### src/rtl/tri_pixel_sweeper.sv
`default_nettype none
//==============================================================================
// Module : tri_pixel_sweeper
// Brief  : Clips a triangle's bounding box to the screen and sweeps it one
//          pixel per cycle, reading the stored pixel word and presenting it
//          latency-aligned. Optional counters: define SWEEP_STATS_EN.
// Rev    : 1.0
//==============================================================================
module tri_pixel_sweeper #(
    parameter int SCREEN_W     = 320,
    parameter int SCREEN_H     = 240,
    parameter int RAM_LATENCY  = 2,
    parameter int DRAIN_CYCLES = 2
) (
    input  logic         clk,
    input  logic         rst_n,
    input  logic [127:0] tri_in,
    input  logic         tri_valid,
    output logic         tri_ready,
    output logic         rd_en,
    output logic [16:0]  rd_addr,
    input  logic [31:0]  rd_data,
    output logic [8:0]   xcoord_out,
    output logic [7:0]   ycoord_out,
    output logic [31:0]  pixel_data_out,
    output logic [127:0] triangle_out,
    output logic         pixel_out_valid,
`ifdef SWEEP_STATS_EN
    output logic [31:0]  pixel_count,
    output logic [15:0]  tri_count,
    output logic         busy
`else
    output logic         busy
`endif
);

    typedef enum logic [1:0] {
        S_IDLE  = 2'd0,
        S_SETUP = 2'd1,
        S_SWEEP = 2'd2,
        S_DRAIN = 2'd3
    } state_t;

    localparam logic signed [15:0] c_x_last     = 16'(SCREEN_W - 1);
    localparam logic signed [15:0] c_y_last     = 16'(SCREEN_H - 1);
    localparam logic [7:0]         c_drain_last = 8'(RAM_LATENCY + DRAIN_CYCLES - 1);

    state_t       r_state;
    logic [127:0] r_tri;
    logic         r_tri_ready;
    logic         r_rd_en;
    logic [16:0]  r_addr;
    logic [8:0]   r_x, r_xmin, r_xmax;
    logic [7:0]   r_y, r_ymin, r_ymax;
    logic [7:0]   r_drain;
    logic         r_pv [RAM_LATENCY];
    logic [8:0]   r_px [RAM_LATENCY];
    logic [7:0]   r_py [RAM_LATENCY];

    function automatic logic signed [15:0] smin3(input logic signed [15:0] a,
                                                 input logic signed [15:0] b,
                                                 input logic signed [15:0] c);
        logic signed [15:0] m;
        m = (a < b) ? a : b;
        return (m < c) ? m : c;
    endfunction

    function automatic logic signed [15:0] smax3(input logic signed [15:0] a,
                                                 input logic signed [15:0] b,
                                                 input logic signed [15:0] c);
        logic signed [15:0] m;
        m = (a > b) ? a : b;
        return (m > c) ? m : c;
    endfunction

    logic signed [15:0] w_bx_lo, w_bx_hi, w_by_lo, w_by_hi;
    logic signed [15:0] w_cx_lo, w_cx_hi, w_cy_lo, w_cy_hi;
    logic               w_empty, w_accept, w_pipe_busy, w_unused;
    logic [16:0]        w_start_addr;

    assign w_bx_lo = smin3(r_tri[111:96], r_tri[79:64], r_tri[47:32]);
    assign w_bx_hi = smax3(r_tri[111:96], r_tri[79:64], r_tri[47:32]);
    assign w_by_lo = smin3(r_tri[95:80],  r_tri[63:48], r_tri[31:16]);
    assign w_by_hi = smax3(r_tri[95:80],  r_tri[63:48], r_tri[31:16]);

    assign w_empty = (w_bx_hi < 16'sd0) || (w_by_hi < 16'sd0) ||
                     (w_bx_lo > c_x_last) || (w_by_lo > c_y_last);

    // A non-empty box can only overhang low on its min side and high on its max side.
    assign w_cx_lo = (w_bx_lo < 16'sd0)   ? 16'sd0   : w_bx_lo;
    assign w_cx_hi = (w_bx_hi > c_x_last) ? c_x_last : w_bx_hi;
    assign w_cy_lo = (w_by_lo < 16'sd0)   ? 16'sd0   : w_by_lo;
    assign w_cy_hi = (w_by_hi > c_y_last) ? c_y_last : w_by_hi;

    assign w_start_addr = 17'(w_cy_lo[7:0]) * 17'(SCREEN_W) + 17'(w_cx_lo[8:0]);
    assign w_unused     = ^{w_cx_lo[15:9], w_cx_hi[15:9], w_cy_lo[15:8], w_cy_hi[15:8]};
    assign w_accept     = (r_state == S_IDLE) && tri_valid && r_tri_ready;

    always_ff @(posedge clk or negedge rst_n) begin
        if (!rst_n) begin
            r_state     <= S_IDLE;
            r_tri       <= '0;
            r_tri_ready <= 1'b1;
            r_rd_en     <= 1'b0;
            r_addr      <= '0;
            r_x         <= '0;
            r_xmin      <= '0;
            r_xmax      <= '0;
            r_y         <= '0;
            r_ymin      <= '0;
            r_ymax      <= '0;
            r_drain     <= '0;
            for (int i = 0; i < RAM_LATENCY; i++) begin
                r_pv[i] <= 1'b0;
                r_px[i] <= '0;
                r_py[i] <= '0;
            end
        end else begin
            // Delay pipe tracks each issued read until its data returns.
            r_pv[0] <= r_rd_en;
            r_px[0] <= r_x;
            r_py[0] <= r_y;
            for (int i = RAM_LATENCY - 1; i > 0; i--) begin
                r_pv[i] <= r_pv[i-1];
                r_px[i] <= r_px[i-1];
                r_py[i] <= r_py[i-1];
            end

            case (r_state)
                S_IDLE: begin
                    if (w_accept) begin
                        r_tri       <= tri_in;
                        r_tri_ready <= 1'b0;
                        r_state     <= S_SETUP;
                    end
                end
                S_SETUP: begin
                    if (w_empty) begin
                        r_tri_ready <= 1'b1;
                        r_state     <= S_IDLE;
                    end else begin
                        r_xmin  <= w_cx_lo[8:0];
                        r_xmax  <= w_cx_hi[8:0];
                        r_ymin  <= w_cy_lo[7:0];
                        r_ymax  <= w_cy_hi[7:0];
                        r_x     <= w_cx_lo[8:0];
                        r_y     <= w_cy_lo[7:0];
                        r_addr  <= w_start_addr;
                        r_rd_en <= 1'b1;
                        r_state <= S_SWEEP;
                    end
                end
                S_SWEEP: begin
                    if (r_x == r_xmax) begin
                        if (r_y == r_ymax) begin
                            r_rd_en <= 1'b0;
                            r_drain <= c_drain_last;
                            r_state <= S_DRAIN;
                        end else begin
                            r_x    <= r_xmin;
                            r_y    <= r_y + 8'd1;
                            r_addr <= r_addr + 17'(SCREEN_W) - 17'(r_xmax) + 17'(r_xmin);
                        end
                    end else begin
                        r_x    <= r_x + 9'd1;
                        r_addr <= r_addr + 17'd1;
                    end
                end
                S_DRAIN: begin
                    if (r_drain == 8'd0) begin
                        r_tri_ready <= 1'b1;
                        r_state     <= S_IDLE;
                    end else begin
                        r_drain <= r_drain - 8'd1;
                    end
                end
                default: r_state <= S_IDLE;
            endcase
        end
    end

    always_comb begin
        w_pipe_busy = 1'b0;
        for (int i = 0; i < RAM_LATENCY; i++) begin
            w_pipe_busy = w_pipe_busy | r_pv[i];
        end
    end

    assign tri_ready       = r_tri_ready;
    assign rd_en           = r_rd_en;
    assign rd_addr         = r_addr;
    assign xcoord_out      = r_px[RAM_LATENCY-1];
    assign ycoord_out      = r_py[RAM_LATENCY-1];
    assign pixel_out_valid = r_pv[RAM_LATENCY-1];
    assign pixel_data_out  = rd_data;
    assign triangle_out    = r_tri;
    assign busy            = (r_state != S_IDLE) || w_pipe_busy;

`ifdef SWEEP_STATS_EN
    logic [31:0] r_pixel_count;
    logic [15:0] r_tri_count;

    always_ff @(posedge clk or negedge rst_n) begin
        if (!rst_n) begin
            r_pixel_count <= '0;
            r_tri_count   <= '0;
        end else begin
            if (r_rd_en) r_pixel_count <= r_pixel_count + 32'd1;
            if (w_accept) r_tri_count <= r_tri_count + 16'd1;
        end
    end

    assign pixel_count = r_pixel_count;
    assign tri_count   = r_tri_count;
`endif

endmodule
`default_nettype wire

### config.mk
export PLATFORM = sky130hd
export DESIGN_NAME = tri_pixel_sweeper
export DESIGN_NICKNAME = d
export VERILOG_FILES = /design/src/rtl/tri_pixel_sweeper.sv
export SDC_FILE = /design/constraint.sdc
export NUM_CORES = 1
export LEC_CHECK = 0
export ABC_AREA = 0
export CAP_MARGIN = 25
export CORE_ASPECT_RATIO = 2
export CORE_MARGIN = 2
export CORE_UTILIZATION = 45
export CTS_CLUSTER_SIZE = 14
export DETAILED_ROUTE_END_ITERATION = 7
export HOLD_SLACK_MARGIN = 0.02
export PLACE_DENSITY = 0.77
export SLEW_MARGIN = 0
export SYNTH_ARGS = -nofsm -noshare
export SYNTH_HDL_FRONTEND = slang
export SYNTH_SLANG_ARGS = --single-unit
### constraint.sdc
create_clock -name clk -period 9.05 [get_ports clk]
set_input_delay 1.3575 -clock clk [delete_from_list [all_inputs] [get_ports clk]]
set_output_delay 1.3575 -clock clk [all_outputs]
set_load 0.05 [all_outputs]
==> results of run 1 <==
sequential cells by signal, summed over array words and instances, names as in the netlist, named ones only:
| signal | flops |
|---|---|
| r_pv | 1 |
| rd_addr | 17 |
| rd_en | 1 |
| xcoord_out | 9 |
| r_px | 9 |
| r_y | 8 |
| r_xmax | 9 |
| r_drain | 8 |
| triangle_out | 128 |
| r_x | 9 |
| r_py | 8 |
| r_ymax | 8 |
| tri_ready | 1 |
| r_xmin | 9 |
| ycoord_out | 8 |
| pixel_out_valid | 1 |
| r_state | 1 |
synthesized netlist by cell type (all sizes together) (7+ instances only):
| cell type | instances |
|---|---|
| dfrtp | 235 |
| nand2 | 177 |
| o21ai | 162 |
| ha | 151 |
| inv | 135 |
| nor2 | 110 |
| mux2 | 101 |
| a21oi | 79 |
| buf | 62 |
| nand3 | 56 |
| clkbuf | 49 |
| xnor2 | 41 |
| nor3 | 32 |
| a31oi | 26 |
| nand4 | 26 |
| xor2 | 26 |
| o211ai | 25 |
| mux2i | 21 |
| a21o | 20 |
| nor2b | 16 |
| a211oi | 13 |
| fa | 11 |
| nor4 | 11 |
| and2 | 10 |
| o31ai | 10 |
| and3 | 8 |
| or4 | 8 |
| nand2b | 7 |
| or3 | 7 |
metrics by stage:
step / worst slack, ps / utilization / cells / hold slack (ps) / cell area (µm²)
after floorplan: 1340 / - / 1721 / 331 / 15800
after global placement: 1370 / 0.542 / 2366 / 334 / 18900
after detailed placement: 1280 / 0.542 / 2367 / 335 / 18900
after CTS: 1270 / 0.564 / 2408 / 350 / 19600
after global routing: 504 / 0.564 / 2409 / 354 / 19700
final: 1140 / 0.564 / 2409 / 346 / 19700
area by class of cell:
class / count / area [µm²]
Sequential cell: 236 / 5910
Clock inverter: 9 / 134
Fill cell: 3119 / 15200
Inverter: 135 / 507
Timing Repair Buffer: 313 / 3110
Multi-Input combinational cell: 1239 / 8810
Tap cell: 445 / 557
Clock buffer: 32 / 629
placed cells by master, fill, tap and decap left out, types with 5 or more instances in the layout:
cell and count:
clkdlybuf4s50_1 295, dfrtp_1 235, nand2_1 176, o21ai_0 155, ha_1 151, inv_1 135, nor2_1 109, mux2_2 101
a21oi_1 78, nand3_1 56, xnor2_1 41, nor3_1 31, nand4_1 26, a31oi_1 26, xor2_1 26, o211ai_1 25
clkbuf_16 23, a21o_1 20, mux2i_1 20, nor2b_1 15, buf_4 14, a211oi_1 12, fa_1 11, o31ai_1 10
nor4_1 9, and2_1 9, or4_1 8, and3_1 8, nand2b_1 7, clkbuf_1 7, o21a_1 6, o211a_1 6
o21ai_1 6, or3_1 6, o22ai_1 5, or2_2 5
logic make-up (layout without fill, tap and decap cells):
group           after synthesis  count (layout)
compound gates              405             405
xor+xnor                     67              67
fa+ha+maj                   162             162
buf+inv                     246             489
flops                       236             236
mux                         122             122
simple gates                483             483
worst register-to-register path: cells and delay by family (launching register included):
kind | cells | cell delay [ps]
buffers and inverters | 3 | 230
adders and majority gates | 5 | 1640
and+or+nand+nor | 10 | 2470
xor gates and xnor gates | 3 | 540
AOI/OAI and AO/OA | 10 | 2470
DFF | 1 | 410
final timing paths:
kind                                            endpoint  slack [ps]
max                              rd_addr[15]$_DFFE_PN0P_        1140
min                              xcoord_out[7]$_DFF_PN0_         350
max reg2reg                      rd_addr[15]$_DFFE_PN0P_        1140
min reg2reg                      xcoord_out[7]$_DFF_PN0_         350
max in group asynchronous  triangle_out[102]$_DFFE_PN0P_        6910
min in group asynchronous        ycoord_out[4]$_DFF_PN0_         890
layer usage:
layer,vias to the layer above,routed length (µm),part of all wire,global-route usage
met4,0,2760,0.055,0.134
met5,-,0,0,0
met1,6698,17600,0.35,0.286
met2,508,27400,0.54,0.518
met3,177,2600,0.052,0.0382
li1,6496,-,-,-
==> key figures, run 1 <==
Outcome
  • Status: finished clean

Route
  • Final wirelength: 50.4 mm
  • First DRT Iteration DRCs: 841
  • Drt pass-1 iters: 6
  • Drt wl/cell: 20.9 µm
  • Via Count: 13900
  • Number of remaining DRC errors: 0
  • Via-to-Cell Ratio: about 5.8
  • Routed Antenna Nets: 0

Floorplan
  • Row cnt: a little under 100
  • Area of the core: between 30000 and 40000 µm²
  • Chip Width: between 100 and 150 µm
  • Die height: ~270 µm
  • Starting Density: 0.454
  • # IOs: 361
  • Die area: 36800 µm²

Critical path
  • Critical-path top delay cell: a31o_1
  • CP max stage delay: roughly 600 ps
  • Crit path DAT: 8310 ps
  • CP endpoint kind: flop
  • WP depth: 31
  • Worst path most repeated cell: ha_1
  • Worst r2r path cells: 31
  • CP Class: reg -> reg
  • Startpoint types: flop
  • CP Max Fanout: 33
  • Required time of the worst setup path: 9450 ps
  • Worst R2R Start: triangle_out[63]$_DFFE_PN0P_
  • Critical Path Source: triangle_out[63]$_DFFE_PN0P_
  • WP buf/inv: 3
  • Crit path max-delay family: simple AND/OR/NAND/NOR gates

STA
  • Final-report max-slew violation count: 0
  • Setup Viol. Count Final: 0
  • Slew Limit Headroom: 0.398
  • Final period util: 0.874
  • Worst-Margin Slew: between 800 and 900 ps
  • Tmin final: between 7000 and 8000 ps
  • Fmax: 126 MHz
  • Clk_skew: 17.1 ps
  • RSZ-0062 raised after global routing: no
  • Final Hold Fails: 0
  • Fin Setup TNS: 0 ps

Yosys
  • Compound-cell area share of the yosys netlist: 0.158
  • Mux share of post-synthesis cell area: 0.0852
  • Post-Synth Simple-Gate Area: 0.141
  • Top FF cell, synth: dfrtp_1
  • FFs w/ async S/R, synth: 1.00
  • Synthesized flop and latch total: around 240
  • Netlist cell types: 76
  • Netlist Area Pre-Place: 15800 µm²
  • Largest cells by area after synthesis: dfrtp_1 37%, ha_1 12%, mux2_2 7.2%, o21ai_0 4.9%, nand2_1 4.2%
  • Number of warnings issued by yosys: 0
  • Synth Net Count: about 2000
  • Synth top area share: 0.372
  • Post-synth EDFFs: 0
  • Register area share after synthesis: 0.373
  • Post-Synth Adder-Cell Area: 0.133
  • Post-synthesis xor/xnor area fraction: 0.0371
  • Syn avg cell area: just over 9 µm²
  • Synth area leader: dfrtp_1
  • Cell count after synthesis: 1721
  • Main combinational cell family by area after synthesis: compound AO/OA/AOI/OAI gates

Clock network
  • Clk Latency, worst-skew pair: between 500 and 600 ps
  • CTS Hold Bufs: 0
  • Clock sinks: 236
  • CTS root buffer: clkbuf_16
  • CTS tree: yes
  • Num CTS Buffers: 23
  • Clock-pin slew on the worst setup and hold paths: 70 ps
  • H-tree depth: 1
  • Clock buffer depth: 3
  • Post-CTS Setup Inserts: 0
  • Post-CTS resize count: 0

GRT
  • Vias in the first global route: around 14000
  • First-pass GRT wire length: 78.5 mm
  • Largest net degree at the start of global routing: 122
  • GRT overflow: 0
  • Antenna violations before repair: 0
  • Gr usage total: 0.274

Worst hold path
  • Hold Path Stages: 0
  • Tightest Hold Check Type: reg -> reg
  • Worst hold start: r_px[16]$_DFF_PN0_

Layout
  • Post-layout net count: 2273
  • Area growth syn-to-layout: 24.2%
  • Layout cells sized above 1: 0.0896
  • Antenna Cells: 0

Run
  • Max-cap violations: 0

Place
  • Post-DP HPWL: 39.4 mm
  • Port Buffers: 296
  • GP Congestion: ~0.96
Power of run 1 is not shown: default switching activity piles up to over one toggle a cycle in this logic, so the estimate is an artifact.
==> run 2, diff against run 1 <==
--- a/config.mk
+++ b/config.mk
@@ -10,9 +10,10 @@
 export CORE_ASPECT_RATIO = 2
 export CORE_MARGIN = 2
 export CORE_UTILIZATION = 45
+export CTS_CLUSTER_DIAMETER = 80
 export CTS_CLUSTER_SIZE = 14
 export DETAILED_ROUTE_END_ITERATION = 7
-export HOLD_SLACK_MARGIN = 0.02
+export HOLD_SLACK_MARGIN = 0.12
 export PLACE_DENSITY = 0.77
 export SLEW_MARGIN = 0
 export SYNTH_ARGS = -nofsm -noshare
==> key figures, run 2 (synthesis gave the netlist of run 1 again) <==
Outcome
  • Status: finished clean

STA
  • Final Hold Fails: 0
  • Clk_skew: between 15 and 20 ps
  • RSZ-0062 raised after global routing: no
  • Fmax: 126 MHz
  • Tmin final: 7920 ps
  • Slew Limit Headroom: 0.406
  • Setup Viol. Count Final: 0
  • Final period util: 0.875
  • Final-report max-slew violation count: 0
  • Worst-Margin Slew: 880 ps
  • Fin Setup TNS: 0 ps

Layout
  • Area growth syn-to-layout: 23.0%
  • FF+latch area: 5910 µm²
  • Final cell count without fillers: 2398
  • Leading cell types in the layout, fill and taps excluded: 295 x clkdlybuf4s50_1, 235 x dfrtp_1, 176 x nand2_1
  • Final Instance Area: between 15000 and 20000 µm²
  • Antenna Cells: 0
  • # fillers: 3109
  • Post-layout net count: 2270
  • Leading cell type in the layout, fill and taps excluded: clkdlybuf4s50_1
  • Layout cells sized above 1: 0.0840
  • Multi-input gate area: 8810 µm²
  • Max FFs per register: approximately 130

Critical path
  • CP endpoint kind: flop
  • CP max stage delay: 780 ps
  • Required time of the worst setup path: between 9000 and 10000 ps
  • Worst r2r path cells: 32
  • Critical-path top delay cell: nor4_1
  • Crit path DAT: ~8300 ps
  • Startpoint types: flop
  • CP Max Fanout: 21
  • CP Class: reg -> reg

Place
  • Dpl cells: 2367
  • Port Buffers: 296
  • GP Congestion: 0.955
  • Post-DP HPWL: 39.4 mm
  • Area after DPL: approximately 19000 µm²

Floorplan
  • Die area: 36800 µm²
  • Row cnt: 97
  • Die height: 269 µm
  • # IOs: about 360
  • Starting Density: 0.454
  • Chip Width: 137 µm
  • Area of the core: 34800 µm²

Route
  • Routed Antenna Nets: 0
  • Via-to-Cell Ratio: 5.78
  • First DRT Iteration DRCs: 761
  • Number of remaining DRC errors: 0
  • Drt pass-1 iters: 5
  • Drt wl/cell: ~21 µm
  • Final wirelength: 50.4 mm
  • Via Count: ~14000

GRT
  • Antenna violations before repair: 0
  • Gr usage total: 0.272
  • Largest net degree at the start of global routing: 122
  • GRT overflow: 0
  • Vias in the first global route: 14300
  • First-pass GRT wire length: 78.2 mm

Clock network
  • CTS Hold Bufs: 0
  • Post-CTS Setup Inserts: 0
  • Clk Latency, worst-skew pair: 530 ps
  • H-tree depth: 1
  • CTS root buffer: clkbuf_16
  • CTS tree: yes
  • Num CTS Buffers: 20
  • Clock buffer depth: 3
  • Clock sinks: 236
  • Post-CTS resize count: 0
  • Clock-pin slew on the worst setup and hold paths: about 80 ps

Worst hold path
  • Hold Path Stages: 0
  • Tightest Hold Check Type: reg -> reg

Run
  • Max-cap violations: 0
run 2: path summary, 6_finish.rpt:
path / from / to / slack [ps]
min reg2reg: r_px[13]$_DFF_PN0_ / xcoord_out[4]$_DFF_PN0_ / 340
max reg2reg: triangle_out[63]$_DFFE_PN0P_ / rd_addr[15]$_DFFE_PN0P_ / 1130
min in group asynchronous: rst_n / ycoord_out[4]$_DFF_PN0_ / 910
max in group asynchronous: rst_n / xcoord_out[8]$_DFF_PN0_ / 6860
max: triangle_out[63]$_DFFE_PN0P_ / rd_addr[15]$_DFFE_PN0P_ / 1130
min: r_px[13]$_DFF_PN0_ / xcoord_out[4]$_DFF_PN0_ / 340
run 2: final cells by class:
| cell class | instances | share of cell area |
|---|---|---|
| well taps | 445 | 0.0286 |
| inverters | 135 | 0.0260 |
| clock buffers | 30 | 0.0293 |
| flip-flops and latches | 236 | 0.304 |
| multi-input cells | 1239 | 0.453 |
| repair buffers | 313 | 0.160 |
run 2: routing by layer:
| layer | global-route usage | routed length [µm] | vias up |
|---|---|---|---|
| met1 | 0.286 | 17800 | 6733 |
| met4 | 0.123 | 2550 | 0 |
| met3 | 0.0359 | 2380 | 175 |
| met2 | 0.521 | 27600 | 471 |
| li1 | - | - | 6476 |
| met5 | 0 | 0 | - |
run 2: through the flow:
stage	util	hold slack (ps)	worst slack, ps
after floorplan	-	331	1340
final	0.559	339	1130
after CTS	0.559	339	1250
after global placement	0.542	334	1370
after global routing	0.559	352	486
after detailed placement	0.542	335	1280
run 2: worst max-delay path, delay by kind of cell (launching register included):
family	cells	cell delay, ps
xor+xnor	3	520
flops	1	420
compound gates	8	2190
fa+ha+maj	5	1600
simple gates	12	2710
buf+inv	4	320
Power of run 2 is left out for the same reason.
